`config.mk`:
```
export PLATFORM = sky130hd
export DESIGN_NAME = handshake_result_fifo
export DESIGN_NICKNAME = d
export VERILOG_FILES = /design/src/rtl/handshake_fifo_pkg.sv /design/src/rtl/handshake_fifo_mem.sv /design/src/rtl/handshake_result_fifo.sv
export SDC_FILE = /design/constraint.sdc
export NUM_CORES = 1
export LEC_CHECK = 0
export CAP_MARGIN = 20
export CORE_UTILIZATION = 50
export CTS_BUF_LIST = sky130_fd_sc_hd__clkbuf_8
export DETAILED_ROUTE_END_ITERATION = 12
export GPL_TIMING_DRIVEN = 0
export MAX_ROUTING_LAYER = met4
export PLACE_DENSITY_LB_ADDON = 0.12
export SKIP_LAST_GASP = 1
export SYNTH_ARGS = -nofsm -noshare
export SYNTH_HDL_FRONTEND = slang
export SYNTH_SLANG_ARGS = --single-unit
```
`constraint.sdc`:
```
create_clock -name clock -period 2.4 [get_ports clock]
set_input_delay 0.24 -clock clock [delete_from_list [all_inputs] [get_ports clock]]
set_output_delay 0.24 -clock clock [all_outputs]
set_load 0.03 [all_outputs]
```
`src/rtl/handshake_fifo_pkg.sv`:
```
// rtl/handshake_fifo_pkg.sv - shared defaults and width helpers for the handshake result FIFO
package handshake_fifo_pkg;

   localparam int DEFAULT_WIDTH = 32;
   localparam int DEFAULT_DEPTH = 4;

   function automatic int ptr_width(input int depth);
      return (depth > 1) ? $clog2(depth) : 1;
   endfunction

   function automatic int count_width(input int depth);
      return $clog2(depth + 1);
   endfunction

   // Pointers wrap by natural overflow, so the depth must be a power of two.
   function automatic bit depth_ok(input int depth);
      return (depth >= 2) && ((depth & (depth - 1)) == 0);
   endfunction

endpackage

```
`src/rtl/handshake_fifo_mem.sv`:
```
// rtl/handshake_fifo_mem.sv - WIDTH x DEPTH register array, synchronous write, asynchronous read
module handshake_fifo_mem #(
   parameter int WIDTH = 32,
   parameter int DEPTH = 4,
   parameter int AW    = 2
) (
   input  logic             clk_i,
   input  logic             we_i,
   input  logic [AW-1:0]    waddr_i,
   input  logic [WIDTH-1:0] wdata_i,
   input  logic [AW-1:0]    raddr_i,
   output logic [WIDTH-1:0] rdata_o
);

   logic [WIDTH-1:0] mem_q [DEPTH];

   always_ff @(posedge clk_i) begin
      if (we_i) begin
         mem_q[waddr_i] <= wdata_i;
      end
   end

   assign rdata_o = mem_q[raddr_i];

endmodule

```
`src/rtl/handshake_result_fifo.sv`:
```
// rtl/handshake_result_fifo.sv - elastic valid/ready FIFO for the result channel
// Optional zero-latency pass-through when empty: HANDSHAKE_RESULT_FIFO_BYPASS_EN.
module handshake_result_fifo
   import handshake_fifo_pkg::*;
#(
   parameter int WIDTH = DEFAULT_WIDTH,
   parameter int DEPTH = DEFAULT_DEPTH
) (
   input  logic                          clock,
   input  logic                          reset,
   input  logic                          in_valid,
   output logic                          in_ready,
   input  logic [WIDTH-1:0]              in_data,
   output logic                          out_valid,
   input  logic                          out_ready,
   output logic [WIDTH-1:0]              out_data,
   output logic [count_width(DEPTH)-1:0] count
);

   localparam int AW = ptr_width(DEPTH);
   localparam int CW = count_width(DEPTH);

   if (!depth_ok(DEPTH)) begin : g_bad_depth
      $error("handshake_result_fifo: DEPTH must be a power of two >= 2");
   end

   logic [AW-1:0]    wr_ptr_q, wr_ptr_d;
   logic [AW-1:0]    rd_ptr_q, rd_ptr_d;
   logic [CW-1:0]    count_q, count_d;
   logic [WIDTH-1:0] mem_rdata;
   logic             empty, full, push, pop, wr_en, rd_en;

   assign empty    = (count_q == '0);
   assign full     = (count_q == CW'(DEPTH));
   assign in_ready = !reset && !full;
   assign push     = in_valid && in_ready;
   assign pop      = out_valid && out_ready;
   assign count    = count_q;

`ifdef HANDSHAKE_RESULT_FIFO_BYPASS_EN
   logic pass_through;
   // A word consumed in the same cycle it arrives at an empty FIFO never touches storage.
   assign pass_through = empty && in_valid && out_ready && !reset;
   assign out_valid    = !reset && (!empty || in_valid);
   assign out_data     = empty ? in_data : mem_rdata;
   assign wr_en        = push && !pass_through;
   assign rd_en        = pop && !empty;
`else
   assign out_valid = !reset && !empty;
   assign out_data  = mem_rdata;
   assign wr_en     = push;
   assign rd_en     = pop;
`endif

   always_comb begin
      wr_ptr_d = wr_ptr_q;
      rd_ptr_d = rd_ptr_q;
      count_d  = count_q;
      if (wr_en) wr_ptr_d = AW'(wr_ptr_q + 1'b1);
      if (rd_en) rd_ptr_d = AW'(rd_ptr_q + 1'b1);
      case ({wr_en, rd_en})
         2'b10:   count_d = CW'(count_q + 1'b1);
         2'b01:   count_d = CW'(count_q - 1'b1);
         default: count_d = count_q;
      endcase
   end

   always_ff @(posedge clock) begin
      if (reset) begin
         wr_ptr_q <= '0;
         rd_ptr_q <= '0;
         count_q  <= '0;
      end else begin
         wr_ptr_q <= wr_ptr_d;
         rd_ptr_q <= rd_ptr_d;
         count_q  <= count_d;
      end
   end

   handshake_fifo_mem #(
      .WIDTH (WIDTH),
      .DEPTH (DEPTH),
      .AW    (AW)
   ) u_mem (
      .clk_i   (clock),
      .we_i    (wr_en),
      .waddr_i (wr_ptr_q),
      .wdata_i (in_data),
      .raddr_i (rd_ptr_q),
      .rdata_o (mem_rdata)
   );

endmodule
```
**After elaboration in Yosys (flattened, before gate mapping)**

Memories as Yosys holds them, arrays and structs flattened. A register that Yosys moved wholly into a read port is not among the register bits.
Index checks and enable logic that the tools add are counted.

- Memories: 1
- Bits in registers: 7
- Output and inout bits: 37
- Memory bits (writable): 128
- Word-level logic and storage cells: 25

Memory list:

| name | words | bits a word | read ports | clocked after memory_dff | write ports | RTL line | text |
|---|---|---|---|---|---|---|---|
| u_mem.mem_q | 4 | 32 | 1 | 1 | 1 | handshake_fifo_mem.sv:15 | `logic [WIDTH-1:0] mem_q [DEPTH];` |

- Eq/ne operators: 3
- Reduce and logical (&&, ||, !) cells: 9
- Add/subtract/negate cells: 4
- Mux-type cells: 5

Operators with widths:

| kind | number |
|---|---|
| 3-bit case mux with 2 select lines | 1 |
| 2-bit by 1-bit adder with 2-bit output (second input constant) | 2 |
| 1-bit logical AND | 4 |
| 2-bit two-way mux | 2 |
| 3-bit by 1-bit adder with 3-bit output (second input constant) | 1 |
| 3-bit equality test (second input constant) | 1 |
| 1-bit logical NOT | 3 |
| 3-bit logical NOT | 1 |
| 3-bit by 1-bit subtractor with 3-bit output (second input constant) | 1 |
| 2-bit by 1-bit equality test with 1-bit output (second input constant) | 1 |
| 2-bit equality test (second input constant) | 1 |
| 1-bit two-way mux | 2 |
| 2-bit nonzero test | 1 |

**Depth between registers and ports, before layout**

- Depth after elaboration: 6
- Depth in mapped cells: 9
- Depth with buffers taken out: 9

**Hierarchy**

From an unflattened synthesis, not the netlist that was laid out.

- Cells, all modules: 214
- Area, all modules: 5062.4 um^2

Modules (own cells, without submodules):

| module | area each (um^2) | cells an instance | sequential area each (um^2) | instances |
|---|---|---|---|---|
| handshake_fifo_mem | 4689.5 | 171 | 3843.7 | 1 |
| handshake_result_fifo | 372.9 | 43 | 140.1 | 1 |

**Least setup slack after synthesis**

No wires, ideal clock.

- Path type: register -> register
- Start: register count_q[2] (netlist: count[2])
- End: register count_q[2] (netlist: count[2])
- Data required time: 2.329 ns
- Data arrival time: 2.164 ns
- Setup time: 0.071 ns
- Stages on the path, launching flop included: 10
- Setup slack: 0.166 ns
- Cell sequence: dfxtp_1 nor3b_2 nor3b_4 inv_1 ha_1 inv_1 fa_1 xor2_1 or3_1 a21oi_1

- Longest elaborated chain between the ends: 6
- Elaborated cells on any way between the ends: 14
- Those cells by class: 2 x add/sub; 3 x eq/ne; 1 x mux; 8 x reduce/logical

RTL lines:

| element | RTL line | text |
|---|---|---|
| from (decl) | handshake_result_fifo.sv:29 | `logic [CW-1:0] count_q, count_d;` |
| from (signal assigned) | handshake_result_fifo.sv:76 | `count_q <= count_d;` |
| 3-bit equality test or 3-bit logical NOT (tied branches) | handshake_result_fifo.sv:34, handshake_result_fifo.sv:33 |  |
| 1-bit logical NOT, on equally long branches | handshake_result_fifo.sv:35, handshake_result_fifo.sv:49 |  |
| 1-bit logical AND, on equally long branches | handshake_result_fifo.sv:35, handshake_result_fifo.sv:49 |  |
| 1-bit logical AND, on equally long branches | handshake_result_fifo.sv:36, handshake_result_fifo.sv:37 |  |
| 2-bit by 1-bit equality test with 1-bit output or 2-bit equality test (tied branches) | handshake_result_fifo.sv:61 | `case ({wr_en, rd_en})` |
| 3-bit case mux with 2 select lines or 2-bit nonzero test (tied branches) | - |  |

Several ways; a longest one is shown, not always the timed one.
A chain may end at the register's enable or synchronous reset.

==> summary.txt <==
Logic synthesis
  • Net Count, Synth: 261
  • Post-synth top area cell: edfxtp_1
  • Leading post-synthesis cells by cell area: edfxtp_1 75%, mux4_2 14%, dfxtp_1 3.5%
  • Post-synthesis sequential area ratio: about four fifths
  • Yosys warnings: 0
  • Unique masters post-synth: 23
  • Synth top area share: 75.05%
  • Gate Count Post-Synth: 219
  • Mapped Avg Cell Area: 23.38 um2
  • Seq cells post-synth: about 140
  • Synthesized cell area: just over 0.005 mm2

Critical path
  • Setup CP Type: reg2out
  • Reg-to-reg endpoint: count[2]$_SDFFE_PP0P_
  • CP max FO: 5
  • Critical Path Source Type: flip-flop
  • Crit path capture type: primary output
  • R2R cell count: 9
  • WP data arrival: between 1.5 and 2 ns
  • R2r setup slk: approximately 0.19 ns
  • Reg-to-Reg Start: count[2]$_SDFFE_PP0P_
  • CP Data Required Time: 2.16 ns

Routing
  • Post-route ant nets: 0
  • WL/cell: ~18 um
  • Wirelength, routed: 8.326 mm
  • First-pass DRT Iterations: 5
  • Via Count: roughly 2.4k
  • First DRT Iteration DRCs: 77
  • # DRC: 0
  • Vias per cell: 5.175

Power
  • Total Power Consumption: between 0.005 and 0.006 W
  • Power density over the cells: roughly 820 mW/mm2
  • Peak VDD IR: roughly 0.4 mV
  • Cell leakage power: roughly 2.1 nW

Timing
  • Max-slew violations: 0
  • RSZ-0062 raised after global routing: no
  • Setup_tns: 0 ns
  • Worst-Margin Slew: just over 0.9 ns
  • Relative slew slack: 38.90%
  • Worst Slack Setup Final: 0.1859 ns
  • Crit share post-route: 92.26%
  • Fin. Hold Viols: 0
  • Number of setup violations in the final report: 0
  • F_max: 451.6 MHz
  • Layout Skew: roughly 0.013 ns
  • Min Tclk post-route: 2.214 ns

Worst hold path
  • Hold depth: 1
  • Hold WC Path Type: in2reg
  • Worst Min Path Start: in_data[25]
  • Hold endpoint: u_mem.mem_q[2][25]$_DFFE_PP_

Placement
  • Port-buffer cells: 72
  • Routability Congestion: ~0.77
  • HPWL after DPL: 4.985 mm
  • Setup Slack @ Placement: -0.02889 ns

Finish
  • Fraction of layout instances using a drive strength above 1: roughly a quarter
  • P&R area growth vs syn: 24.07%
  • Final design utilization: 64.41%
  • # diodes: 0
  • Nets: 352

Global routing
  • Gr usage total: 17.89%
  • First-pass GRT wire length: about 13 mm
  • Grt ovf: 0
  • Vias in the first global route: ~2.5k
  • Largest net degree at the start of global routing: 33
  • Antenna violations before repair: 0

CTS
  • Worst-Skew Late Latency: 0.41 ns
  • CTS tree: yes
  • # H-tree levels: 4
  • Root buffer cell: clkbuf_8
  • Clock sink count: roughly 140
  • Hold_buf cts: 0
  • Clk slew on worst S/H paths: about 0.08 ns
  • CTS Buffer Depth: 2
  • Total CTS buffers: 17

Floorplanning
  • Die Wd: 103.2 um
  • FP Rows: 36
  • Initial core utilization: around half
  • Core area: 0.009864 mm2
  • I/O pin cnt: 73
  • DIE HEIGHT: 103.2 um
  • DIE AREA: around 0.011 mm2

Job
  • Max_cap viols: 0

Status
  • Status: complete, no violations
per-layer routing:
metal	routed length, um	global-route usage, %
met1	3847	23.29
met2	4153	27.44
met3	271	4.435
met4	54	7.151
met5	0	-
area by class of cell:
type,instances,area [um2]
clock inverter,15,142.6
tap,133,166.4
fill,673,3511
timing repair buffer,72,683.2
buffer,8,63.81
inverter,6,22.52
multi-input combinational,68,1017
clock buffer,17,234.0
sequential,137,4024
report_power, final:
group          total [W]  leakage [nW]  switching [W]  internal [W]
registers        0.00274          1.24      0.0000350       0.00271
clock network    0.00175         0.187       0.000909      0.000840
logic           0.000724         0.658       0.000402      0.000322
total            0.00522          2.08        0.00135       0.00387
Yosys cell counts:
| master | number |
|---|---|
| a21oi_1 | 2 |
| and2_2 | 4 |
| buf_2 | 3 |
| buf_6 | 4 |
| clkbuf_1 | 1 |
| dfxtp_1 | 9 |
| edfxtp_1 | 128 |
| fa_1 | 1 |
| ha_1 | 5 |
| inv_1 | 6 |
| mux2_4 | 1 |
| mux2i_1 | 1 |
| mux4_2 | 32 |
| nand2b_1 | 1 |
| nor2_1 | 10 |
| nor3_1 | 1 |
| nor3b_2 | 1 |
| nor3b_4 | 1 |
| o21ai_0 | 1 |
| o311ai_0 | 1 |
| o31ai_1 | 1 |
| or3_1 | 1 |
| xor2_1 | 4 |
cell families after synthesis:
kind of cell	synth area share (%)
AO/OA/AOI/OAI	0.6108
XOR/XNOR	0.6840
AND/OR/NAND/NOR	2.272
adder cells (fa/ha/maj)	1.613
multiplexers	14.56
buffers and inverters	1.686
flip-flops	78.57
flip-flops by register name, summed over array words and instances, names as in the netlist, named ones only:
register,cells
wr_ptr_q,2
rd_ptr_q,2
count,3
u_mem.mem_q,128
critical path, cell delays in order, from the launching register on:
cell and delay [ns]:
dfxtp_1 0.33, buf_6 0.13, mux4_2 0.49, clkdlybuf4s50_1 0.62
timing repair:
| item | 4_1_cts | 5_1_grt |
|---|---|---|
| buffers inserted | 0 | 0 |
| setup endpoints to repair | 30 | 1 |
| gates resized for setup | 30 | 1 |
worst max-delay path by stage:
stage	from	end	slack (ns)	cells after the start
floorplan	count[2]$_SDFFE_PP0P_	count[2]$_SDFFE_PP0P_	0.17	9
global placement	reset	count[2]$_SDFFE_PP0P_	-0.02	9
detailed placement	reset	count[2]$_SDFFE_PP0P_	-0.03	9
CTS	flip-flop	out_data[3]	0.13	4
global route	count[2]$_SDFFE_PP0P_	count[2]$_SDFFE_PP0P_	0.004	9
finish	flip-flop	out_data[27]	0.19	3
metrics by stage:
| stage | hold slack (ns) | cells | area, um2 |
|---|---|---|---|
| final | 0.4556 | 456 | 6354 |
| after global routing | 0.4388 | 456 | 6354 |
| after CTS | 0.4295 | 456 | 6347 |
| after detailed placement | 0.5216 | 424 | 6008 |
| after global placement | 0.4983 | 424 | 6008 |
| after floorplan | 0.3389 | 219 | 5121 |
cells in the final DEF, fill, tap and decap left out, drive strengths merged, types with 5 or more instances in the layout:
master and n:
buf 7, clkbuf 18, clkdlybuf4s50 42, dfxtp 9, dlygate4sd2 30, edfxtp 128
ha 5, inv 13, mux4 32, nor2 10
(Power assumes the default switching activity.)
